===== config.mk =====
export PLATFORM = sky130hd
export DESIGN_NAME = mod_adder_pipe
export DESIGN_NICKNAME = d
export VERILOG_FILES = /design/src/rtl/mod_adder_pipe.sv
export SDC_FILE = /design/constraint.sdc
export NUM_CORES = 1
export LEC_CHECK = 0
export BUFFER_PORTS_ARGS = -buffer_cell sky130_fd_sc_hd__buf_2
export CAP_MARGIN = 10
export CELL_PAD_IN_SITES_DETAIL_PLACEMENT = 0
export CELL_PAD_IN_SITES_GLOBAL_PLACEMENT = 2
export CORE_AREA = 3 3 179 181
export DETAILED_ROUTE_END_ITERATION = 10
export DIE_AREA = 0 0 182 184
export PLACE_DENSITY_LB_ADDON = 0.3
export REMOVE_ABC_BUFFERS = 1
export SYNTH_ARGS = -nofsm -noshare
export SYNTH_HDL_FRONTEND = slang
export SYNTH_SLANG_ARGS = --single-unit

===== constraint.sdc =====
create_clock -name clk -period 6.59 [get_ports clk]
set_clock_uncertainty 0.2 [all_clocks]
set_input_delay 0.659 -clock clk [delete_from_list [all_inputs] [get_ports clk]]
set_output_delay 0.659 -clock clk [all_outputs]
set_load 0.02 [all_outputs]

===== src/rtl/mod_adder_pipe.sv =====
// Two-stage multi-operand modular adder for SHA-2 message/round sums, with an
// optional running accumulator and a single global stall enable.
module mod_adder_pipe #(
    parameter int WIDTH   = 32,
    parameter int NUM_OPS = 5,
    localparam int CW     = ($clog2(NUM_OPS) > 1) ? $clog2(NUM_OPS) : 1
) (
    input  logic                     clk,
    input  logic                     rst,
    input  logic                     in_valid,
    output logic                     in_ready,
    input  logic [NUM_OPS*WIDTH-1:0] ops,
    input  logic                     acc_en,
    input  logic                     acc_clr,
    output logic                     out_valid,
    input  logic                     out_ready,
    output logic [WIDTH-1:0]         sum,
    output logic [CW-1:0]            carry
);

    localparam int H  = (NUM_OPS + 1) / 2;
    localparam int PW = WIDTH + CW;

    // Lossless sum of operands lo..hi-1; CW guard bits hold every wrap.
    function automatic logic [PW-1:0] part_sum(input logic [NUM_OPS*WIDTH-1:0] v,
                                               input int lo, input int hi);
        logic [PW-1:0] s;
        s = '0;
        for (int i = 0; i < NUM_OPS; i++) begin
            if (i >= lo && i < hi) begin
                s = s + {{CW{1'b0}}, v[i*WIDTH +: WIDTH]};
            end
        end
        return s;
    endfunction

    logic            en;
    logic            vld_p1;
    logic            acc_en_p1;
    logic            acc_clr_p1;
    logic [PW-1:0]   psum_lo_p1;
    logic [PW-1:0]   psum_hi_p1;
    logic [WIDTH-1:0] acc;
    logic [WIDTH-1:0] acc_term;
    logic [PW-1:0]   total;

    assign en       = out_ready || !out_valid;
    assign in_ready = en;

    // ---- stage 1: partial sums and per-beat accumulator controls ----
    always_ff @(posedge clk or posedge rst) begin
        if (rst) begin
            vld_p1     <= 1'b0;
            acc_en_p1  <= 1'b0;
            acc_clr_p1 <= 1'b0;
        end else if (en) begin
            vld_p1     <= in_valid;
            acc_en_p1  <= in_valid && acc_en;
            acc_clr_p1 <= in_valid && acc_clr;
        end
    end

    always_ff @(posedge clk) begin
        if (en && in_valid) begin
            psum_lo_p1 <= part_sum(ops, 0, H);
            psum_hi_p1 <= part_sum(ops, H, NUM_OPS);
        end
    end

    // Accumulator is read here and written in the same stage, so consecutive
    // acc_en beats chain without a bubble. Overflow past PW bits is the
    // intended truncation of the carry count.
    always_comb begin
        acc_term = (acc_en_p1 && !acc_clr_p1) ? acc : '0;
        total    = psum_lo_p1 + psum_hi_p1 + {{CW{1'b0}}, acc_term};
    end

    // ---- stage 2: result, carry count and accumulator update ----
    always_ff @(posedge clk or posedge rst) begin
        if (rst) begin
            out_valid <= 1'b0;
            sum       <= '0;
            carry     <= '0;
            acc       <= '0;
        end else if (en) begin
            out_valid <= vld_p1;
            if (vld_p1) begin
                sum   <= total[WIDTH-1:0];
                carry <= total[WIDTH +: CW];
                if (acc_en_p1) begin
                    acc <= total[WIDTH-1:0];
                end else if (acc_clr_p1) begin
                    acc <= '0;
                end
            end
        end
    end

endmodule


; ---- Word-level counts from Yosys, hierarchy flattened
; Cells that the tools add are included.
; Widths: inputs -> output; s select.
[classes]
n_reduce_logical = 10
n_bitwise = 0
shifts = 0
mux = 6
div = 0
addsub = 5
magnitude_cmp = 0
mul = 0
eq_ne = 0
[ops]
columns = cell, count
row1 = $add 35x32->35, 4
row2 = $mux 35, 3
row3 = $mux 32, 3
row4 = $add 35x35->35, 1
row5 = $logic_and 1x1->1, 4
row6 = $reduce_and 3->1, 1
row7 = $logic_not 1->1, 2
row8 = $reduce_and 2->1, 1
row9 = $reduce_bool 2->1, 1
row10 = $logic_or 1x1->1, 1
[word_totals]
memories = 0
ram_bits = 0
in_bits = 166
ff_bits = 141
rom_bits = 0
latchBits = 0

; ---- Depth between registers and ports, before layout
; Gate-level depths: netlist of the first run.
[depth]
word_depth = 7
ltp_mapped = 22
mapped_depth_nobuf = 21

; ---- Worst setup path before layout of the first run
; No wires, ideal clock.
[synth_path]
path_type = input port to flip-flop
startpoint = in ops[9]
endpoint = reg psum_lo_p1[33], data pin
setup_ps = 264
t_arrival_ps = 4438
path_stages = 19
path_buffers = 0
path_slack_ps = 1688
path_cell_list = ha_1 > a211oi_1 > nor2_1 > o41ai_1 > o21ai_2 > a2111oi_2 > nor2_1 > a21o_1 > a21oi_1 > xnor2_1 > ha_1 > and4_1 > a221o_1 > nor3_1 > o21ai_0 > a41oi_1 > nor3b_1 > o21ai_0 > a21oi_1
[synth_via]
elab_chain_len = 4
[synth_lines]
columns = item, line_no
row1 = start: declaration, 12  ; input logic [NUM_OPS*WIDTH-1:0] ops,
row2 = $mux 35, 64  ; if (en && in_valid) begin
row3 = $add 35x32->35, 31  ; s = s + {{CW{1'b0}}, v[i*WIDTH +: WIDTH]};
row4 = $mux 35, 64
row5 = $add 35x32->35, 31
row6 = end signal: assignment, 65  ; psum_lo_p1 <= part_sum(ops, 0, H);
row7 = end: declaration, 41  ; logic [PW-1:0] psum_lo_p1;
; No other way between the ends. The select of a mux whose other input is x is not followed.
; A chain may end at the register's enable or synchronous reset.

; ---- Worst setup path in the final report of the first run
; Same ends and word-level chain as after synthesis.

==> flow_summary.toml, run 1 <==
[critical_path]
worst-setup-path-type = "input port to register"
rr_startpoint = "acc_clr_p1"
reg2reg_slack_ps = 1940
cp.arrival_ps = 5020
endpoint_kind = "register"
startpoint = "ops[9]"
r2r_end = "carry[2]"
startpoint_type = "input port"
ff2ff_path_depth = 13
crit_end = "psum_lo_p1[33]"
critPathMaxFanout = 6
crit_required_ps = 6560

[timing]
worst_pin_slew_ps = 987
maxSlewViolCount = 0
rsz0062_at_grt = "false"
finalHoldViolCount = 0
relSlewSlack = 0.342
finalCriticalPeriod_ps = 5050
period_share = 0.767
final.setup.tns_ps = 0
max_freq_ghz = 0.198
setup_viol = 0
setup_slack_ps = 1540
hold_ws_ps = 266

[synth]
synth.distinct_cells = 82
yosysWarnings = 0
synth_seq_cells = 138
synth_compound_area_frac = 0.231
synthSimpleGateAreaFrac = 0.144
synth_edf_count = 67
ys_seq_area_frac = 0.318
synthCells = 1244
syn-cell-area_um2 = 11900
synth_flop_cell = "dfrtp_1"
avgSynthCellArea_um2 = 9.56
async_flop_share = 0.514
synth_adder_area_share = 0.198
synth_top_family_by_area = "compound AO/OA/AOI/OAI gates"
synth-xor-area-share = 0.0788
synth.area.mux_share = 0.00652

[drt]
drt_wl_total_mm = 29.6
ant_nets = 0
wl_per_cell_um = 16.0
vias = 9623
drc = 0
drtIter0Drc = 515
first_pass_iters = 5
viasPerCell = 5.20

[clock_network]
path_clk_slew_ps = 60
cts.sinks = 138
htreeDepth = 4
cts_made_buffers = 17
cts_tree = "done"
cts_setup_buffers = 0
cts-root-buf = "clkbuf_16"
clock_latency_ps = 430
cts_resized = 0
ctsHoldBuffers = 0
clk_path_buf_depth = 2

[placed_design]
finalWeightedCongestion = 0.885
hpwl_mm = 24.4
place_ws_ps = 1100
dp.cells = 1818
port_buffers = 202

[power_and_ir_drop]
power.internal_mw = 2.85
power_switching_share = 0.407
p_seq_frac = 0.287
total_power_mw = 4.80
power_frac_comb = 0.524
switchingPower_mw = 1.95
p_per_area_nw_per_um2 = 345
p_clk_frac = 0.189
peakVddDrop_mv = 0.188
p_leak_nw = 6.52

[floorplan]
start_util = 0.389
design.die.area_um2 = 33500
die_y_um = 184
die_x_um = 182
fp-row-count = 64
coreArea_um2 = 30600
ios = 203

[grt]
grt_max_degree = 72
grt_antenna_before_repair = 14
grt_pass1_vias = 9571
grt_usage = 0.177
overflow = 0
grt_pass1_wl_mm = 48.6

[final_layout]
syn_to_final_growth_pct = 16.7
nNetsFinal = 1774
mostFrequentLayoutCells = "buf_2 (202), nand2_1 (131), ha_1 (131)"
drive_gt1_frac = 0.193
layout_commonest_cell = "buf_2"
fin_cells = 1852

[outcome]
outcome = "finished, final reports clean"

[worst_hold_path]
hold_path_class = "register to register"

[run]
maxCapViolations = 0
==> worst max-delay path: stages <==
cell and delay [ps]:
buf_2 100, ha_1 360, a211oi_1 240, nor2_1 100, o41ai_1 310, o21ai_2 150
a2111oi_2 450, nor2_1 120, a21o_1 190, a21oi_1 160, xnor2_1 140, ha_1 300
and4_1 210, a221o_1 330, nor3_1 130, o21ai_0 140, a41oi_1 450, nor3b_1 120
o21ai_0 240, a21oi_1 100
==> power groups by stage <==
stage	sequential [mW]	clock [mW]	combinational (mW)
floorplan	1.49	0	1.75
global placement	1.39	0	2.52
detailed placement	1.39	0	2.53
CTS	1.38	0.929	2.53
global route	1.42	0.967	2.84
finish	1.38	0.905	2.51
==> area by class of cell <==
type,count,area [um2]
diodes,3,7.51
clock buffers,23,489
clock inverters,8,68.8
fillers,3033,16700
inverters,38,143
multi-input cells,1038,7840
flip-flops and latches,138,3790
well taps,396,495
repair buffers,208,1060
==> registers in the layout, indices dropped and copies added, names as in the netlist <==
name,cells
acc_clr_p1,1
out_valid,1
psum_hi_p1,33
acc_en_p1,1
carry,3
sum,32
psum_lo_p1,34
vld_p1,1
acc,32
==> synthesized netlist by cell type (all sizes together), types with 21 or more instances <==
| library cell | count | area, um2 |
|---|---|---|
| xor2 | 37 | 324 |
| ha | 131 | 1640 |
| edfxtp | 67 | 2010 |
| nand2 | 131 | 492 |
| dfrtp | 71 | 1780 |
| inv | 38 | 143 |
| clkbuf | 27 | 101 |
| fa | 36 | 721 |
| o21a | 21 | 158 |
| nor2 | 67 | 251 |
| and3 | 40 | 250 |
| o21ai | 80 | 423 |
| xnor2 | 70 | 613 |
| a21o | 57 | 429 |
| a21oi | 116 | 584 |
==> worst min-delay path by stage <==
stage               slack, ps  cells after the start    start   endpoint
CTS                       260                      3   acc_en  acc_en_p1
floorplan                 240                      2   acc[0]     acc[0]
global route              280                      3   acc_en  acc_en_p1
detailed placement        260                      2  sum[25]    sum[25]
global placement          250                      2   sum[1]     sum[1]
finish                    270                      2  sum[10]    sum[10]
==> per-stage QoR <==
stage          utilization  cell area (um2)
2_1_floorplan            -            11800
3_3_place_gp         0.436            13300
3_5_place_dp         0.436            13300
4_1_cts              0.454            13900
5_1_grt              0.454            13900
6_report             0.454            13900
==> per-layer routing <==
metal / global-route usage / vias up / wire (um)
met1: 0.258 / 4351 / 15100
li1: - / 5008 / -
met2: 0.259 / 195 / 12100
met3: 0.0505 / 47 / 1840
met5: 0 / - / 117
met4: 0.0424 / 22 / 428
==> logic make-up (layout without fill, tap and decap cells) <==
kind of cell,Yosys count,count (layout)
buf+inv,68,277
compound gates,407,407
other cells,0,3
fa+ha+maj,167,167
flops,138,138
mux,7,7
simple gates,350,350
xor+xnor,107,107
Power figures use the tool's default switching activity.
==> run 2: changes to the inputs <==
--- a/config.mk
+++ b/config.mk
@@ -9,9 +9,9 @@
 export CAP_MARGIN = 10
 export CELL_PAD_IN_SITES_DETAIL_PLACEMENT = 0
 export CELL_PAD_IN_SITES_GLOBAL_PLACEMENT = 2
-export CORE_AREA = 3 3 179 181
+export CORE_AREA = 3 3 186 188
 export DETAILED_ROUTE_END_ITERATION = 10
-export DIE_AREA = 0 0 182 184
+export DIE_AREA = 0 0 189 191
 export PLACE_DENSITY_LB_ADDON = 0.3
 export REMOVE_ABC_BUFFERS = 1
 export SYNTH_ARGS = -nofsm -noshare
==> constraint.sdc (replaced) <==
create_clock -name clk -period 5 [get_ports clk]
set_clock_uncertainty 0.2 [all_clocks]
set_input_delay 0.5 -clock clk [delete_from_list [all_inputs] [get_ports clk]]
set_output_delay 0.5 -clock clk [all_outputs]
set_load 0.02 [all_outputs]
==> run 2 against run 1 <==
Worst setup slack lost 1100 ps. Total power is 38% higher. Count of clock-buffer cells in the layout fell by 1. Critical endpoint is now psum_lo_p1[30]. Largest cell class unchanged. Largest power group unchanged. Highest routed layer unchanged.
==> flow_summary.toml, run 2 (synthesized netlist as in run 1, its figures left out) <==
[critical_path]
cpMaxStageDelayCell = "a211oi_1"
ff2ff_path_depth = 14
cp.arrival_ps = 4520
cp_slowest_stage_delay_ps = 350
rr_startpoint = "acc_clr_p1"
path_cells = "buf_2 > ha_1 > a211oi_1 > o21ai_0 > a21oi_1 > o21ai_0 > a21oi_1 > o21bai_1 > a21oi_1 > xnor2_1 > ha_1 > a21oi_1 > o21ai_0 > a21oi_1 > o21ai_2 > a221o_1 > a31o_2 > a2111oi_4 > o21bai_1 > xor2_1"
startpoint_type = "input port"
endpoint_kind = "register"
r2r_end = "carry[1]"
worst-setup-path-type = "input port to register"
critPathMaxFanout = 3
cpMostUsedCell = "a21oi_1"
crit_required_ps = 4970
reg2reg_slack_ps = 620

[final_layout]
largestRegisters = "psum_lo_p1 (34), psum_hi_p1 (33)"
mostFrequentLayoutCells = "buf_2 (202), nand2_1 (131), ha_1 (131)"
syn_to_final_growth_pct = 21.4
fin_util = 0.434
nNetsFinal = 1821
fill_cells = 3384
drive_gt1_frac = 0.221
largest_reg_flops = 34
layout_commonest_cell = "buf_2"
largest_register = "psum_lo_p1"

[floorplan]
die_y_um = 191
start_util = 0.357
design.die.area_um2 = 36100
ios = 203
fp-row-count = 67
die_x_um = 189
coreArea_um2 = 33300

[clock_network]
cts_setup_buffers = 0
htreeDepth = 4
path_clk_slew_ps = 60
cts-root-buf = "clkbuf_16"
clk_path_buf_depth = 2
clock_latency_ps = 420
cts_tree = "done"
ctsHoldBuffers = 0
cts_resized = 0
cts_made_buffers = 17
cts.sinks = 138

[worst_hold_path]
hold_path_class = "input port to asynchronous set/reset pin"

[drt]
ant_nets = 0
first_pass_iters = 5
drt_wl_total_mm = 30.4
drtIter0Drc = 437
viasPerCell = 5.07
wl_per_cell_um = 15.6
vias = 9878
drc = 0

[grt]
grt_usage = 0.168
overflow = 0
grt_pass1_vias = 9769
grt_pass1_wl_mm = 49.5
grt_max_degree = 68
grt_antenna_before_repair = 10

[timing]
rsz0062_at_grt = "false"
finalHoldViolCount = 0
worst_pin_slew_ps = 847
maxSlewViolCount = 0
max_freq_ghz = 0.220
period_share = 0.911
finalCriticalPeriod_ps = 4550
setup_viol = 0
relSlewSlack = 0.434

[power_and_ir_drop]
total_power_mw = 6.64
power.internal_mw = 4.02
p_leak_nw = 6.81
switchingPower_mw = 2.62
p_per_area_nw_per_um2 = 460
p_clk_frac = 0.210
power_frac_comb = 0.516
p_seq_frac = 0.274
peakVddDrop_mv = 0.289
power_switching_share = 0.395

[placed_design]
port_buffers = 202
hpwl_mm = 25.4
finalWeightedCongestion = 0.860

[outcome]
outcome = "finished, final reports clean"

[run]
maxCapViolations = 0
run 2: cell types whose count changed in the layout (fill, tap and decap cells not counted), sizes merged:
cell    change
buf        +47
bufinv      +3
diode       -2
clkbuf      -1
clkinv      -1
run 2: how the worst max path moves through the flow:
stage	start	to	slack, ps
floorplan	ops[9]	psum_lo_p1[33]	260
global placement	ops[0]	psum_lo_p1[33]	-70
detailed placement	ops[0]	psum_lo_p1[33]	-140
CTS	ops[0]	psum_lo_p1[33]	290
global route	ops[0]	psum_lo_p1[27]	30
finish	ops[1]	psum_lo_p1[30]	450
run 2: power by group through the flow:
| stage | Combinational, mW | Clock, mW | Sequential [mW] |
|---|---|---|---|
| 4_1_cts | 3.45 | 1.43 | 1.83 |
| 6_report | 3.43 | 1.39 | 1.82 |
| 3_3_place_gp | 3.41 | 0 | 1.84 |
| 2_1_floorplan | 2.31 | 0 | 1.97 |
| 3_5_place_dp | 3.44 | 0 | 1.84 |
| 5_1_grt | 3.87 | 1.48 | 1.87 |
run 2: layout make-up:
type | count | area [um2] | area share
inverter | 38 | 143 | 0.00988
antenna | 1 | 2.50 | 0.000173
timing repair buffer | 255 | 1420 | 0.0984
tap | 448 | 561 | 0.0388
sequential | 138 | 3790 | 0.262
clock buffer | 22 | 507 | 0.0351
multi-input combinational | 1038 | 7860 | 0.544
clock inverter | 10 | 158 | 0.0109
run 2: through the flow:
step | worst slack (ps) | hold WS (ps) | setup TNS [ps] | cells | area (um2)
after detailed placement | -141 | 259 | -277 | 1917 | 13800
after global routing | 31.6 | 107 | 0 | 1950 | 14400
final | 445 | 41.0 | 0 | 1950 | 14400
after global placement | -68.8 | 256 | -119 | 1917 | 13800
after floorplan | 257 | 242 | 0 | 1214 | 11800
after CTS | 287 | 65.1 | 0 | 1949 | 14400
run 2: critical path: cells and delay by family:
family / cells / cell delay, ps
XOR/XNOR: 2 / 290
buffers and inverters: 1 / 110
adder cells (fa/ha/maj): 2 / 580
AO/OA/AOI/OAI: 15 / 3030
run 2: routing by layer:
metal,routed length (um),up-vias,part of all wire,global-route usage
li1,-,5103,-,-
met1,15400,4543,0.51,0.243
met2,12900,175,0.43,0.256
met3,1500,39,0.049,0.0396
met4,420,18,0.014,0.0372
met5,109,-,0.0036,0
==> run 3: changes to the inputs <==
--- a/config.mk
+++ b/config.mk
@@ -13,7 +13,6 @@
 export DETAILED_ROUTE_END_ITERATION = 10
 export DIE_AREA = 0 0 189 191
 export PLACE_DENSITY_LB_ADDON = 0.3
-export REMOVE_ABC_BUFFERS = 1
 export SYNTH_ARGS = -nofsm -noshare
 export SYNTH_HDL_FRONTEND = slang
 export SYNTH_SLANG_ARGS = --single-unit
==> run 3 against run 2 <==
Total power fell by 3.8%. Critical path depth grew 3. First-iteration DRC count decreased by 1.4%. Critical path type unchanged. Register-to-register slack is essentially flat.
==> flow_summary.toml, run 3 (synthesized netlist as in run 1, its figures left out) <==
[final_layout]
syn_to_final_growth_pct = 20.2
design_area_um2 = 14300
drive_gt1_frac = 0.222
mostFrequentLayoutCells = "buf_2 (202), nand2_1 (131), ha_1 (131)"
largest_reg_flops = 34
largest_register = "psum_lo_p1"
layout_commonest_cell = "buf_2"
nNetsFinal = 1825
largestRegisters = "psum_lo_p1 (34), psum_hi_p1 (33)"
n_antenna_cell = 0

[grt]
grt_usage = 0.169
grt_pass1_wl_mm = 49.5
grt_antenna_before_repair = 0
overflow = 0
grt_max_degree = 43
grt_pass1_vias = 9828

[power_and_ir_drop]
power_frac_comb = 0.540
switchingPower_mw = 2.66
peakVddDrop_mv = 0.255
power_switching_share = 0.416
p_clk_frac = 0.176
p_leak_nw = 6.76
p_per_area_nw_per_um2 = 447
power.internal_mw = 3.73
p_seq_frac = 0.284

[timing]
worst_pin_slew_ps = 925
setup_slack_ps = 427
setup_viol = 0
maxSlewViolCount = 0
rsz0062_at_grt = "false"
max_freq_ghz = 0.219
period_share = 0.915
finalHoldViolCount = 0
finalCriticalPeriod_ps = 4570
relSlewSlack = 0.383

[critical_path]
critPathMaxFanout = 4
cpMostUsedCell = "a21oi_1"
endpoint_kind = "register"
cp.arrival_ps = 4540
r2r_end = "sum[28]"
rr_startpoint = "acc_clr_p1"
reg2reg_slack_ps = 610
ff2ff_path_depth = 13
cpMaxStageDelayCell = "a2111oi_4"
path_cells = "buf_2 > ha_1 > inv_1 > fa_1 > nand2b_1 > a21oi_1 > nor3_4 > o21ai_2 > a2111oi_4 > nor2_1 > a21o_1 > a21oi_1 > xnor2_1 > ha_1 > and4_1 > a221o_1 > nor3_1 > o21ai_0 > a41oi_1 > buf_4 > nor3b_1 > o21ai_0 > a21oi_1"
startpoint_type = "input port"
worst-setup-path-type = "input port to register"
cp_slowest_stage_delay_ps = 410
crit_required_ps = 4970

[clock_network]
cts_made_buffers = 17
cts_setup_buffers = 0
htreeDepth = 4
cts_tree = "done"
cts-root-buf = "clkbuf_16"
clk_path_buf_depth = 2
cts.sinks = 138
path_clk_slew_ps = 60
clock_latency_ps = 430

[drt]
wl_per_cell_um = 15.7
ant_nets = 0
viasPerCell = 5.05
first_pass_iters = 4
drc = 0
vias = 9851
drtIter0Drc = 431
drt_wl_total_mm = 30.6

[floorplan]
die_y_um = 191
ios = 203
coreArea_um2 = 33300
design.die.area_um2 = 36100
die_x_um = 189
fp-row-count = 67
start_util = 0.357

[placed_design]
finalWeightedCongestion = 0.858
placed_cell_area_um2 = 13800
port_buffers = 202
hpwl_mm = 25.6
place_ws_ps = -72.6

[worst_hold_path]
hold_path_class = "input port to asynchronous set/reset pin"

[run]
maxCapViolations = 0

[outcome]
outcome = "finished, final reports clean"

[synth]
synth_nets = 1577
## run 3: cell count changes in the layout (fill, tap and decap cells not counted), sizes merged
cell    before  now
inv         39   45
clkbuf      22   17
diode        1    0
bufinv       4    0
buf        255  259
clkinv       4    6
## run 3: metrics by stage
stage | TNS [ps] | cells | utilization | hold WS, ps | total power, mW
floorplan | 0 | 1244 | - | 242 | 4.29
global placement | -62.8 | 1921 | 0.414 | 255 | 5.28
detailed placement | -130 | 1921 | 0.414 | 257 | 5.30
CTS | 0 | 1952 | 0.429 | 57.2 | 6.46
global route | 0 | 1952 | 0.430 | 107 | 6.95
finish | 0 | 1952 | 0.430 | 35.4 | 6.39
## run 3: repair_timing
action / 4_1_cts / 5_1_grt
hold buffers: 0 / 0
endpoints found under the hold margin: 0 / 0
endpoints found under the setup margin: 0 / 1
resized for setup: 0 / 1
## run 3: per-layer routing
metal	vias to the layer above	wire (um)	global-route usage
met5	-	0	0
met4	0	338	0.0410
met3	17	1010	0.0229
met2	176	13200	0.263
met1	4552	16100	0.248
li1	5106	-	-
## run 3: how the worst max path moves through the flow
stage                start              to  slack [ps]  cells past startpoint
floorplan           ops[9]  psum_lo_p1[33]         260                     19
global placement    ops[0]  psum_lo_p1[33]         -50                     23
detailed placement  ops[0]  psum_lo_p1[33]         -70                     23
CTS                 ops[0]  psum_lo_p1[33]         360                     23
global route        ops[0]  psum_lo_p1[31]          20                     22
finish              ops[0]  psum_lo_p1[33]         430                     23
## run 3: power groups by stage
stage / sequential [mW] / combinational, mW / clock [mW]
after detailed placement: 1.84 / 3.46 / 0
after floorplan: 1.96 / 2.33 / 0
final: 1.82 / 3.45 / 1.13
after global placement: 1.84 / 3.44 / 0
after global routing: 1.87 / 3.87 / 1.21
after CTS: 1.83 / 3.47 / 1.16
## run 3: critical path: cells and delay by family
kind / cells / cell delay, ps
AOI/OAI and AO/OA: 10 / 2050
xor gates and xnor gates: 1 / 140
adders and majority gates: 3 / 640
buffers and inverters: 3 / 330
and+or+nand+nor: 6 / 890
## run 3: area by class of cell
type                    count  area (um2)
repair buffers            259        1440
well taps                 448         561
multi-input cells        1038        7850
flip-flops and latches    138        3790
clock buffers              17         425
clock inverters            14        95.1
fillers                  3416       19000
inverters                  38         143
